[src/rtl/rv_hazard_pkg.sv]
// Shared types and sizing helpers for the hazard/forwarding controller and its scoreboard.
package rv_hazard_pkg;

  typedef enum logic [1:0] {
    HZ_RUN   = 2'd0,
    HZ_STALL = 2'd1,
    HZ_FLUSH = 2'd2
  } hz_state_t;

  // Flush-window counter width; holds FLUSH_XTRA values up to 15.
  localparam int FLUSH_CNT_W = 4;

  function automatic int ridx(input int nreg);
    return (nreg > 1) ? $clog2(nreg) : 1;
  endfunction

  // Forward-select width: one code per forwarding stage plus one for the register file.
  function automatic int fsel_w(input int stages);
    return (stages > 0) ? $clog2(stages + 1) : 1;
  endfunction

endpackage

[src/rtl/rv_hazard_unit_if.sv]
// Datapath <-> hazard unit bundle: master is the pipeline datapath, slave is the hazard unit.
interface rv_hazard_unit_if #(
  parameter int XLEN       = 32,
  parameter int NREG       = 32,
  parameter int FWD_STAGES = 2
);
  import rv_hazard_pkg::*;
  localparam int RIDX = ridx(NREG);

  logic                       id_valid;
  logic [RIDX-1:0]            id_rs1;
  logic [RIDX-1:0]            id_rs2;
  logic                       id_use1;
  logic                       id_use2;
  logic [RIDX-1:0]            id_rd;
  logic                       id_we;
  logic                       ex_valid;
  logic [RIDX-1:0]            ex_rs1;
  logic [RIDX-1:0]            ex_rs2;
  logic [RIDX-1:0]            ex_rd;
  logic                       ex_memread;
  logic                       ex_long;
  logic [XLEN-1:0]            ex_rs1_data;
  logic [XLEN-1:0]            ex_rs2_data;
  logic [FWD_STAGES-1:0]      fwd_we;
  logic [FWD_STAGES*RIDX-1:0] fwd_rd;
  logic [FWD_STAGES*XLEN-1:0] fwd_data;
  logic                       lng_done;
  logic [RIDX-1:0]            lng_rd;
  logic                       redirect;
  logic [XLEN-1:0]            ex_op_a;
  logic [XLEN-1:0]            ex_op_b;
  logic                       stall_if;
  logic                       stall_id;
  logic                       bubble_ex;
  logic                       flush_if;
  logic                       flush_id;
  logic                       flush_ex;
  logic [NREG-1:0]            sb_busy;
  logic [1:0]                 hz_state;

  modport master (
    output id_valid, id_rs1, id_rs2, id_use1, id_use2, id_rd, id_we,
    output ex_valid, ex_rs1, ex_rs2, ex_rd, ex_memread, ex_long, ex_rs1_data, ex_rs2_data,
    output fwd_we, fwd_rd, fwd_data, lng_done, lng_rd, redirect,
    input  ex_op_a, ex_op_b, stall_if, stall_id, bubble_ex,
    input  flush_if, flush_id, flush_ex, sb_busy, hz_state
  );

  modport slave (
    input  id_valid, id_rs1, id_rs2, id_use1, id_use2, id_rd, id_we,
    input  ex_valid, ex_rs1, ex_rs2, ex_rd, ex_memread, ex_long, ex_rs1_data, ex_rs2_data,
    input  fwd_we, fwd_rd, fwd_data, lng_done, lng_rd, redirect,
    output ex_op_a, ex_op_b, stall_if, stall_id, bubble_ex,
    output flush_if, flush_id, flush_ex, sb_busy, hz_state
  );

endinterface

[src/rtl/rv_scoreboard.sv]
// NREG-bit busy register with one set port and one clear port per cycle; set wins on a collision.
// Entry 0 is hardwired idle (x0 never has a pending writer).
module rv_scoreboard
  import rv_hazard_pkg::*;
#(
  parameter int NREG = 32
) (
  input  logic                  Clk,
  input  logic                  Rst,
  input  logic                  set_vld,
  input  logic [ridx(NREG)-1:0] set_idx,
  input  logic                  clr_vld,
  input  logic [ridx(NREG)-1:0] clr_idx,
  output logic [NREG-1:0]       busy
);

  logic [NREG-1:0] busy_q;
  logic [NREG-1:0] busy_nxt;

  always_comb begin
    busy_nxt = busy_q;
    if (clr_vld) busy_nxt[clr_idx] = 1'b0;
    if (set_vld) busy_nxt[set_idx] = 1'b1;
    busy_nxt[0] = 1'b0;
  end

  always_ff @(posedge Clk or negedge Rst) begin
    if (!Rst) busy_q <= '0;
    else      busy_q <= busy_nxt;
  end

  assign busy = busy_q;

endmodule

[src/rtl/rv_hazard_unit.sv]
// Operand forwarding, load-use/long-op/scoreboard stalls and stretched redirect flush for an in-order RV32I pipe.
// HZ_PERF_EN adds saturating stall-cycle and redirect counters (perf_stall, perf_flush).
module rv_hazard_unit
  import rv_hazard_pkg::*;
#(
  parameter int XLEN       = 32,
  parameter int NREG       = 32,
  parameter int FWD_STAGES = 2,
  parameter int FLUSH_XTRA = 0
) (
  input  logic            Clk,
  input  logic            Rst,
  rv_hazard_unit_if.slave hz
`ifdef HZ_PERF_EN
  ,
  output logic [31:0]     perf_stall,
  output logic [31:0]     perf_flush
`endif
);

  localparam int RIDX = ridx(NREG);
  localparam int SELW = fsel_w(FWD_STAGES);
  localparam logic [SELW-1:0] SEL_RF = SELW'(FWD_STAGES);

  // Youngest matching stage wins, so scan oldest-first and let later hits overwrite.
  function automatic logic [SELW-1:0] fwd_sel(input logic [RIDX-1:0]            rs,
                                               input logic [FWD_STAGES-1:0]      we,
                                               input logic [FWD_STAGES*RIDX-1:0] rd);
    fwd_sel = SEL_RF;
    for (int k = FWD_STAGES - 1; k >= 0; k--) begin
      if (we[k] && (rd[k*RIDX +: RIDX] != '0) && (rd[k*RIDX +: RIDX] == rs))
        fwd_sel = SELW'(k);
    end
  endfunction

  function automatic logic [XLEN-1:0] fwd_mux(input logic [SELW-1:0]            sel,
                                               input logic [XLEN-1:0]            rf,
                                               input logic [FWD_STAGES*XLEN-1:0] fd);
    fwd_mux = rf;
    for (int k = 0; k < FWD_STAGES; k++) begin
      if (sel == SELW'(k)) fwd_mux = fd[k*XLEN +: XLEN];
    end
  endfunction

  logic [SELW-1:0] sel_a;
  logic [SELW-1:0] sel_b;

  assign sel_a      = fwd_sel(hz.ex_rs1, hz.fwd_we, hz.fwd_rd);
  assign sel_b      = fwd_sel(hz.ex_rs2, hz.fwd_we, hz.fwd_rd);
  assign hz.ex_op_a = fwd_mux(sel_a, hz.ex_rs1_data, hz.fwd_data);
  assign hz.ex_op_b = fwd_mux(sel_b, hz.ex_rs2_data, hz.fwd_data);

  logic [NREG-1:0] busy;
  logic            sb_set;
  logic            ex_match;
  logic            lu;
  logic            lg;
  logic            sb;
  logic            hz_any;

  assign sb_set = hz.ex_valid && hz.ex_long && (hz.ex_rd != '0) && !hz.redirect;

  rv_scoreboard #(.NREG(NREG)) u_sb (
    .Clk     (Clk),
    .Rst     (Rst),
    .set_vld (sb_set),
    .set_idx (hz.ex_rd),
    .clr_vld (hz.lng_done),
    .clr_idx (hz.lng_rd),
    .busy    (busy)
  );

  // The scoreboard bit only appears a cycle after dispatch, so the EX-stage long op is matched directly.
  assign ex_match = hz.id_valid && hz.ex_valid && (hz.ex_rd != '0) &&
                    ((hz.id_use1 && (hz.id_rs1 == hz.ex_rd)) ||
                     (hz.id_use2 && (hz.id_rs2 == hz.ex_rd)));
  assign lu       = ex_match && hz.ex_memread;
  assign lg       = ex_match && hz.ex_long;
  assign sb       = hz.id_valid && ((hz.id_use1 && busy[hz.id_rs1]) ||
                                    (hz.id_use2 && busy[hz.id_rs2]) ||
                                    (hz.id_we   && busy[hz.id_rd]));
  assign hz_any   = lu || lg || sb;

  hz_state_t              state_q;
  hz_state_t              state_nxt;
  logic [FLUSH_CNT_W-1:0] flush_cnt;
  logic [FLUSH_CNT_W-1:0] flush_cnt_nxt;
  logic                   stall;
  logic                   flush_front;
  logic                   flush_back;

  always_comb begin
    flush_cnt_nxt = flush_cnt;
    if (hz.redirect)            flush_cnt_nxt = FLUSH_CNT_W'(FLUSH_XTRA);
    else if (flush_cnt != '0)   flush_cnt_nxt = flush_cnt - FLUSH_CNT_W'(1);
  end

  always_comb begin
    state_nxt   = state_q;
    stall       = 1'b0;
    flush_front = hz.redirect || (flush_cnt != '0);
    flush_back  = hz.redirect;
    case (state_q)
      HZ_RUN, HZ_STALL: begin
        if (hz.redirect)      state_nxt = (FLUSH_XTRA > 0) ? HZ_FLUSH : HZ_RUN;
        else if (hz_any)      state_nxt = HZ_STALL;
        else                  state_nxt = HZ_RUN;
      end
      HZ_FLUSH: begin
        if (!hz.redirect && (flush_cnt_nxt == '0)) state_nxt = HZ_RUN;
      end
      default:                state_nxt = HZ_RUN;
    endcase
    // A redirect or an open flush window discards the ID instruction, so its hazard is moot.
    stall = hz_any && !hz.redirect && (state_q != HZ_FLUSH);
  end

  always_ff @(posedge Clk or negedge Rst) begin
    if (!Rst) begin
      state_q   <= HZ_RUN;
      flush_cnt <= '0;
    end else begin
      state_q   <= state_nxt;
      flush_cnt <= flush_cnt_nxt;
    end
  end

  assign hz.stall_if  = Rst && stall;
  assign hz.stall_id  = Rst && stall;
  assign hz.bubble_ex = Rst && stall;
  assign hz.flush_if  = Rst && flush_front;
  assign hz.flush_id  = Rst && flush_back;
  assign hz.flush_ex  = Rst && flush_back;
  assign hz.sb_busy   = busy;
  assign hz.hz_state  = state_q;

`ifdef HZ_PERF_EN
  always_ff @(posedge Clk or negedge Rst) begin
    if (!Rst) begin
      perf_stall <= '0;
      perf_flush <= '0;
    end else begin
      if (stall && !(&perf_stall))       perf_stall <= perf_stall + 32'd1;
      if (hz.redirect && !(&perf_flush)) perf_flush <= perf_flush + 32'd1;
    end
  end
`endif

endmodule

[src/flat_wrapper.sv]
// flat-port wrapper written by rule: the top's interface ports become plain ports
module rv_hazard_unit_flat import rv_hazard_pkg::*;
#(
  parameter int XLEN       = 32,
  parameter int NREG       = 32,
  parameter int FWD_STAGES = 2,
  parameter int FLUSH_XTRA = 0
)
  (Clk, Rst, hz_id_valid, hz_id_rs1, hz_id_rs2, hz_id_use1, hz_id_use2, hz_id_rd, hz_id_we, hz_ex_valid, hz_ex_rs1, hz_ex_rs2, hz_ex_rd, hz_ex_memread, hz_ex_long, hz_ex_rs1_data, hz_ex_rs2_data, hz_fwd_we, hz_fwd_rd, hz_fwd_data, hz_lng_done, hz_lng_rd, hz_redirect, hz_ex_op_a, hz_ex_op_b, hz_stall_if, hz_stall_id, hz_bubble_ex, hz_flush_if, hz_flush_id, hz_flush_ex, hz_sb_busy, hz_hz_state);
  rv_hazard_unit_if #(.XLEN(XLEN), .NREG(NREG), .FWD_STAGES(FWD_STAGES)) hz_i ();
  input  logic Clk;
  input  logic Rst;
  input wire logic [$bits(hz_i.id_valid)-1:0] hz_id_valid;
  input wire logic [$bits(hz_i.id_rs1)-1:0] hz_id_rs1;
  input wire logic [$bits(hz_i.id_rs2)-1:0] hz_id_rs2;
  input wire logic [$bits(hz_i.id_use1)-1:0] hz_id_use1;
  input wire logic [$bits(hz_i.id_use2)-1:0] hz_id_use2;
  input wire logic [$bits(hz_i.id_rd)-1:0] hz_id_rd;
  input wire logic [$bits(hz_i.id_we)-1:0] hz_id_we;
  input wire logic [$bits(hz_i.ex_valid)-1:0] hz_ex_valid;
  input wire logic [$bits(hz_i.ex_rs1)-1:0] hz_ex_rs1;
  input wire logic [$bits(hz_i.ex_rs2)-1:0] hz_ex_rs2;
  input wire logic [$bits(hz_i.ex_rd)-1:0] hz_ex_rd;
  input wire logic [$bits(hz_i.ex_memread)-1:0] hz_ex_memread;
  input wire logic [$bits(hz_i.ex_long)-1:0] hz_ex_long;
  input wire logic [$bits(hz_i.ex_rs1_data)-1:0] hz_ex_rs1_data;
  input wire logic [$bits(hz_i.ex_rs2_data)-1:0] hz_ex_rs2_data;
  input wire logic [$bits(hz_i.fwd_we)-1:0] hz_fwd_we;
  input wire logic [$bits(hz_i.fwd_rd)-1:0] hz_fwd_rd;
  input wire logic [$bits(hz_i.fwd_data)-1:0] hz_fwd_data;
  input wire logic [$bits(hz_i.lng_done)-1:0] hz_lng_done;
  input wire logic [$bits(hz_i.lng_rd)-1:0] hz_lng_rd;
  input wire logic [$bits(hz_i.redirect)-1:0] hz_redirect;
  output wire logic [$bits(hz_i.ex_op_a)-1:0] hz_ex_op_a;
  output wire logic [$bits(hz_i.ex_op_b)-1:0] hz_ex_op_b;
  output wire logic [$bits(hz_i.stall_if)-1:0] hz_stall_if;
  output wire logic [$bits(hz_i.stall_id)-1:0] hz_stall_id;
  output wire logic [$bits(hz_i.bubble_ex)-1:0] hz_bubble_ex;
  output wire logic [$bits(hz_i.flush_if)-1:0] hz_flush_if;
  output wire logic [$bits(hz_i.flush_id)-1:0] hz_flush_id;
  output wire logic [$bits(hz_i.flush_ex)-1:0] hz_flush_ex;
  output wire logic [$bits(hz_i.sb_busy)-1:0] hz_sb_busy;
  output wire logic [$bits(hz_i.hz_state)-1:0] hz_hz_state;
  assign hz_i.id_valid = hz_id_valid;
  assign hz_i.id_rs1 = hz_id_rs1;
  assign hz_i.id_rs2 = hz_id_rs2;
  assign hz_i.id_use1 = hz_id_use1;
  assign hz_i.id_use2 = hz_id_use2;
  assign hz_i.id_rd = hz_id_rd;
  assign hz_i.id_we = hz_id_we;
  assign hz_i.ex_valid = hz_ex_valid;
  assign hz_i.ex_rs1 = hz_ex_rs1;
  assign hz_i.ex_rs2 = hz_ex_rs2;
  assign hz_i.ex_rd = hz_ex_rd;
  assign hz_i.ex_memread = hz_ex_memread;
  assign hz_i.ex_long = hz_ex_long;
  assign hz_i.ex_rs1_data = hz_ex_rs1_data;
  assign hz_i.ex_rs2_data = hz_ex_rs2_data;
  assign hz_i.fwd_we = hz_fwd_we;
  assign hz_i.fwd_rd = hz_fwd_rd;
  assign hz_i.fwd_data = hz_fwd_data;
  assign hz_i.lng_done = hz_lng_done;
  assign hz_i.lng_rd = hz_lng_rd;
  assign hz_i.redirect = hz_redirect;
  assign hz_ex_op_a = hz_i.ex_op_a;
  assign hz_ex_op_b = hz_i.ex_op_b;
  assign hz_stall_if = hz_i.stall_if;
  assign hz_stall_id = hz_i.stall_id;
  assign hz_bubble_ex = hz_i.bubble_ex;
  assign hz_flush_if = hz_i.flush_if;
  assign hz_flush_id = hz_i.flush_id;
  assign hz_flush_ex = hz_i.flush_ex;
  assign hz_sb_busy = hz_i.sb_busy;
  assign hz_hz_state = hz_i.hz_state;
  rv_hazard_unit #(.XLEN(XLEN), .NREG(NREG), .FWD_STAGES(FWD_STAGES), .FLUSH_XTRA(FLUSH_XTRA)) u_core (.Clk(Clk), .Rst(Rst), .hz(hz_i));
endmodule
[config.mk]
export PLATFORM = sky130hd
export DESIGN_NAME = rv_hazard_unit_flat
export DESIGN_NICKNAME = d
export VERILOG_FILES = /design/src/rtl/rv_hazard_pkg.sv /design/src/rtl/rv_hazard_unit_if.sv /design/src/rtl/rv_scoreboard.sv /design/src/rtl/rv_hazard_unit.sv /design/src/flat_wrapper.sv
export SDC_FILE = /design/constraint.sdc
export NUM_CORES = 1
export LEC_CHECK = 0
export BUFFER_PORTS_ARGS = -buffer_cell sky130_fd_sc_hd__buf_2
export CAP_MARGIN = 25
export CORE_AREA = 2 2 112 114
export DETAILED_ROUTE_END_ITERATION = 7
export DIE_AREA = 0 0 114 116
export GPL_TIMING_DRIVEN = 0
export PLACE_DENSITY = 0.82
export SLEW_MARGIN = 20
export SYNTH_ARGS = -nofsm -noshare
export SYNTH_HDL_FRONTEND = slang
export SYNTH_SLANG_ARGS = --single-unit
[constraint.sdc]
create_clock -name Clk -period 4.4 [get_ports Clk]
set_input_delay 0.44 -clock Clk [delete_from_list [all_inputs] [get_ports Clk]]
set_output_delay 0.44 -clock Clk [all_outputs]
set_load 0.05 [all_outputs]
==> out/metrics.cfg, run 1 <==
[synth]
syn-cell-area_um2 = 4410
synthTopCellsByArea = dfrtp_1 (20%), mux2i_1 (20%), o21ai_0 (7.6%)
syn_avg_cell_area_um2 = 8.16
syn_inst = 540
synth_compound_area_frac = 0.204
yosysSeqAreaShare = 0.204
yosys_warnings = 0
synth_top_family_by_area = multiplexers
synthMuxAreaShare = 0.250
synth.top_cell.area_share = 0.204
synth_xor_area_frac = 0.0616
async_flop_share = 1.00
ys_types = 63
synth_adder_area_share = 0.00284
yosysTopAreaCell = dfrtp_1
synth_enable_flop_cells = 0
ys.flop_type = dfrtp_1
ys_ff_latch = 36
yosys.area_share.simple = 0.210

[cells_and_area]
final_util = 0.517
nets = 1011
layout_common_cells = buf_2 (287), mux2i_1 (90), nand2_1 (77)
register_area_um2 = 901
final_common_cell = buf_2
areaGrowthSynthToFinish_pct = 39.8
multi_input_area_um2 = 3220
drive_gt1_frac = 0.415
fillers = 1145

[critical_path]
reg2reg_depth = 5
r2r_slack_ns = 2.48
cp.required_ns = 3.96
cp_max_fo = 10
end_kind = output pin
cp-start-kind = input port
arrival_ns = 2.63
cp-endpoint = hz_ex_op_b[10]
critical_path_class = in -> out
startpoint = hz_fwd_rd[1]
r2r-end = u_core.hz.hz_state[0]
r2r-start = u_core.u_sb.busy[20]

[global_routing]
grt_antenna_before_repair = 6
grt_use_total = 0.317
grtUsageMet2 = 0.515
grt_max_degree = 39
grt_pass1_vias = 5254
grt_overflow = 0
use_met3 = 0.0821
grt_pass1_wl_um = 31700
grt_busiest_layer = met2
use_met1 = 0.423

[timing]
period_share = 0.697
fmax_mhz = 326
relSlewSlack = 0.373
worstMarginPinSlew_ns = 0.932
final.setup_skew_ns = 0.0102
finalHoldViolations = 0
whs_ns = 0.253
timing.final.crit_period_ns = 3.07
tns_ns = 0
finalSetupViolations = 0
drv_slew = 0
rsz0062_at_grt = false

[detailed_routing]
viasPerCell = 5.71
initialDrtViolationCount = 592
drcViolationCount = 0
routedWlPerCell_um = 22.2
postRouteWirelength_um = 21700
firstDrtPassIters = 5
ant_nets = 0
vias = 5583

[clock_tree]
htree_levels = 2
clk_pin_slew_ns = 0.07
cts_buffers = 5
ctsResizeCount = 0
clk_path_buf_depth = 2
root_buffer = clkbuf_16
clk_latency_ns = 0.29
cts_setup_buffers = 0
cts.sinks = 36
hold_buffers = 0
cts_tree = yes

[floorplan]
core_area_um2 = 11900
fp.dieW_um = 114
ioPinCount = 290
die_y_um = 116
initial_utilization = 0.370
dieArea_um2 = 13200
fp-row-count = 40

[pwr]
power.density_nw_per_um2 = 279
leakagePower_nw = 2.76
ir_drop_mv = 0.291

[min_path]
hold_class = in -> async

[placement]
portBuffers = 276
post-dp-hpwl_um = 18000
place.gp.congestion = 1.00

[status]
status = complete, no violations

[flow_run]
maxCapViolCount = 0

==> where the power goes <==
part | internal, mW | switching, mW
combinational | 0.273 | 0.577
sequential | 0.379 | 0.0713
clock | 0.269 | 0.151
total | 0.921 | 0.800
==> metal layers <==
metal	wire length [um]	share of wire
met3	2360	0.11
met5	10	0.00046
met1	9010	0.42
met2	9880	0.46
met4	418	0.019
==> per-stage QoR <==
stage | power (mW) | setup slack (ns) | instance area (um2) | cells
2_1_floorplan | 1.01 | 1.26 | 4410 | 541
3_3_place_gp | 1.28 | 1.36 | 5980 | 964
3_5_place_dp | 1.29 | 1.36 | 5980 | 964
4_1_cts | 1.71 | 1.35 | 6150 | 972
5_1_grt | 1.79 | 1.18 | 6160 | 976
6_report | 1.72 | 1.33 | 6160 | 978
==> worst max-delay path: stages <==
cell	delay (ns)
buf_2	0.14
xnor2_1	0.16
nand3_1	0.11
nor4_2	0.82
buf_2	0.37
nand2_1	0.07
o21ai_1	0.19
buf_2	0.33
==> synth_stat cells, types with 5 or more instances <==
cell type / number
a21oi_1: 5
mux2i_1: 90
nand2_1: 77
xor2_1: 16
buf_2: 11
a22oi_1: 5
nor2_1: 13
dfrtp_1: 36
buf_6: 11
o21ai_0: 67
nand3b_1: 13
nand3_1: 20
buf_4: 7
xnor2_1: 15
nor2b_1: 10
o21ai_1: 60
clkbuf_1: 9
==> cell type report <==
type | count | area share
Multi-Input combinational cell | 461 | 0.522
Timing Repair Buffer | 276 | 0.224
Sequential cell | 36 | 0.146
Buffer | 41 | 0.0457
Tap cell | 147 | 0.0298
Clock buffer | 5 | 0.0203
Clock inverter | 3 | 0.00751
Antenna cell | 6 | 0.00244
Inverter | 3 | 0.00183
==> how the worst min path moves through the flow <==
stage	start	end	slack, ns	depth (start not counted)
after floorplan	Rst	u_core.flush_cnt[0]	0.14	0
after global placement	u_core.flush_cnt[0]	u_core.flush_cnt[0]	0.55	2
after detailed placement	u_core.flush_cnt[0]	u_core.flush_cnt[0]	0.56	2
after CTS	Rst	u_core.hz.hz_state[0]	0.27	1
after global routing	Rst	u_core.hz.hz_state[0]	0.31	1
final	Rst	u_core.hz.hz_state[0]	0.25	1
==> cell families after synthesis <==
logic type,count (synthesis)
compound gates,157
xor+xnor,31
fa+ha+maj,1
buf+inv,44
flops,36
mux,102
other cells,1
simple gates,168
==> sequential cells by signal (all words and copies together) (netlist names) <==
name and flops:
u_core.u_sb.busy 31, u_core.hz.hz_state 1, u_core.flush_cnt 4
(Power assumes the default switching activity.)
==> run 2, diff against run 1 <==
--- a/config.mk
+++ b/config.mk
@@ -7,11 +7,11 @@
 export LEC_CHECK = 0
 export BUFFER_PORTS_ARGS = -buffer_cell sky130_fd_sc_hd__buf_2
 export CAP_MARGIN = 25
-export CORE_AREA = 2 2 112 114
+export CORE_AREA = 2 2 113 115
 export DETAILED_ROUTE_END_ITERATION = 7
-export DIE_AREA = 0 0 114 116
+export DIE_AREA = 0 0 115 117
 export GPL_TIMING_DRIVEN = 0
-export PLACE_DENSITY = 0.82
+export PLACE_DENSITY = 0.83
 export SLEW_MARGIN = 20
 export SYNTH_ARGS = -nofsm -noshare
 export SYNTH_HDL_FRONTEND = slang
==> constraint.sdc (replaced) <==
create_clock -name Clk -period 2.7 [get_ports Clk]
set_input_delay 0.27 -clock Clk [delete_from_list [all_inputs] [get_ports Clk]]
set_output_delay 0.27 -clock Clk [all_outputs]
set_load 0.05 [all_outputs]
==> run 2 against run 1 <==
  * The run now ends with negative setup slack left
  * Critical path depth down 1
  * Global-route usage down 7.9 points
  * Routed wire length down 19%
  * Combinational power up 64%
  * Sequential share of layout area about the same
  * First-iteration DRC count down 5.2%
  * Worst hold slack worse by 0.17 ns
  * Sequential power up 63%
  * Clock power up 36%
  * Final area up 0.59%
  * Critical endpoint is now hz_stall_if
==> out/metrics.cfg, run 2 (synthesis gave the netlist of run 1 again) <==
[status]
status = finished with violations
failed_checks = negative setup slack

[detailed_routing]
initialDrtViolationCount = 561
vias = 5518
routedWlPerCell_um = 17.9
ant_nets = 0
viasPerCell = 5.64
postRouteWirelength_um = 17500
wl_met1_um = 7190
top_layer_used = met4
dr_wl_met2_um = 8530
drcViolationCount = 0
firstDrtPassIters = 6
wl_met3_um = 1650

[cells_and_area]
multi_input_area_um2 = 3270
nets = 1013
register_area_um2 = 905
areaGrowthSynthToFinish_pct = 40.6
drive_gt1_frac = 0.422
layout_common_cells = buf_2 (287), mux2i_1 (90), nand2_1 (77)
fillers = 1205
final_common_cell = buf_2
largest_reg_flops = 31

[floorplan]
initial_utilization = 0.358
ioPinCount = 290
fp.dieW_um = 115
core_area_um2 = 12300
die_y_um = 117
fp-row-count = 41
dieArea_um2 = 13500

[timing]
finalSetupViolations = 2
worstMarginPinSlew_ns = 0.851
period_share = 1.00
final.setup_skew_ns = 0.00509
drv_slew = 0
finalHoldViolations = 0
whs_ns = 0.0880
fmax_mhz = 370
timing.final.crit_period_ns = 2.70
fin_ws_ns = -0.00383
relSlewSlack = 0.433

[clock_tree]
clk_path_buf_depth = 2
clk_pin_slew_ns = 0.06
cts_tree = yes
htree_levels = 2
cts_buffers = 5
hold_buffers = 0
clk_latency_ns = 0.28
root_buffer = clkbuf_16
cts.sinks = 36

[global_routing]
grt_antenna_before_repair = 0
grt_pass1_wl_um = 25500
grt_overflow = 0
grt_use_total = 0.238
grt_max_degree = 39
grt_pass1_vias = 5118

[placement]
post-dp-hpwl_um = 13700
place.gp.congestion = 0.963
dp_slack_ns = 0.0568
portBuffers = 276

[min_path]
hold_class = in -> async

[pwr]
leakagePower_nw = 2.76
internal_power_mw = 1.41
p_total_mw = 2.69
clockPowerShare = 0.213
switchingPower_mw = 1.28
ir_drop_mv = 0.197
combPwrFrac = 0.515
swShare = 0.476
seqPwrFrac = 0.273
power.density_nw_per_um2 = 435

[critical_path]
cp_max_fo = 5
arrival_ns = 2.43
cp-start-kind = flip-flop
critical_path_class = reg -> out
cp.required_ns = 2.43
end_kind = output pin

[flow_run]
maxCapViolCount = 0

[run 2: worst paths after layout]
check,cells after the start,slack [ns],endpoint,startpoint
max in group asynchronous,1,2.01,u_core.u_sb.busy[1],Rst
worst max-delay path,7,-0.004,hz_stall_if,u_core.u_sb.busy[11]
worst min-delay path,1,0.09,u_core.u_sb.busy[22],Rst
worst min register to register,2,0.55,u_core.u_sb.busy[13],u_core.u_sb.busy[13]
min in group Clk,2,0.24,u_core.flush_cnt[2],hz_redirect
worst max register to register,5,0.75,u_core.hz.hz_state[0],u_core.u_sb.busy[11]
[run 2: through the flow]
step	util	area [um2]	cells	setup TNS, ns
3_3_place_gp	0.487	5990	967	0
3_5_place_dp	0.487	5990	967	0
2_1_floorplan	-	4420	541	0
4_1_cts	0.500	6150	975	0
5_1_grt	0.503	6200	977	-0.0975
6_report	0.504	6200	978	-0.00431
[run 2: layer usage]
layer  global-route usage  up-vias
met2                0.410      348
li1                     -     2561
met3               0.0288       25
met5                    0        -
met4               0.0586        0
met1                0.320     2584
[run 2: area by class of cell]
cell class | count | area share
Tap cell | 150 | 0.0303
Clock buffer | 5 | 0.0202
Timing Repair Buffer | 277 | 0.224
Clock inverter | 3 | 0.00383
Multi-Input combinational cell | 462 | 0.528
Inverter | 3 | 0.00182
Buffer | 41 | 0.0454
Sequential cell | 36 | 0.146
Antenna cell | 1 | 0.000404
[run 2: what timing repair did]
action,in CTS,in global routing
cloned,0,1
endpoints found under the setup margin,2,21
gates resized for setup,2,6
setup buffers,0,1
pin swaps,0,4
[run 2: worst max-delay path, cell delays in order, from the launching register on]
cell and delay, ns:
dfrtp_1 0.48, mux4_2 0.50, nor3b_1 0.32, nor4_2 0.11
nor4_4 0.28, a211oi_4 0.12, buf_4 0.14, buf_2 0.20
[run 2: power by group through the flow]
| stage | clock network [mW] | logic, mW | registers [mW] |
|---|---|---|---|
| 6_report | 0.573 | 1.39 | 0.734 |
| 5_1_grt | 0.605 | 1.48 | 0.738 |
| 2_1_floorplan | 0 | 0.755 | 0.896 |
| 3_5_place_dp | 0 | 1.35 | 0.737 |
| 4_1_cts | 0.576 | 1.36 | 0.728 |
| 3_3_place_gp | 0 | 1.33 | 0.733 |
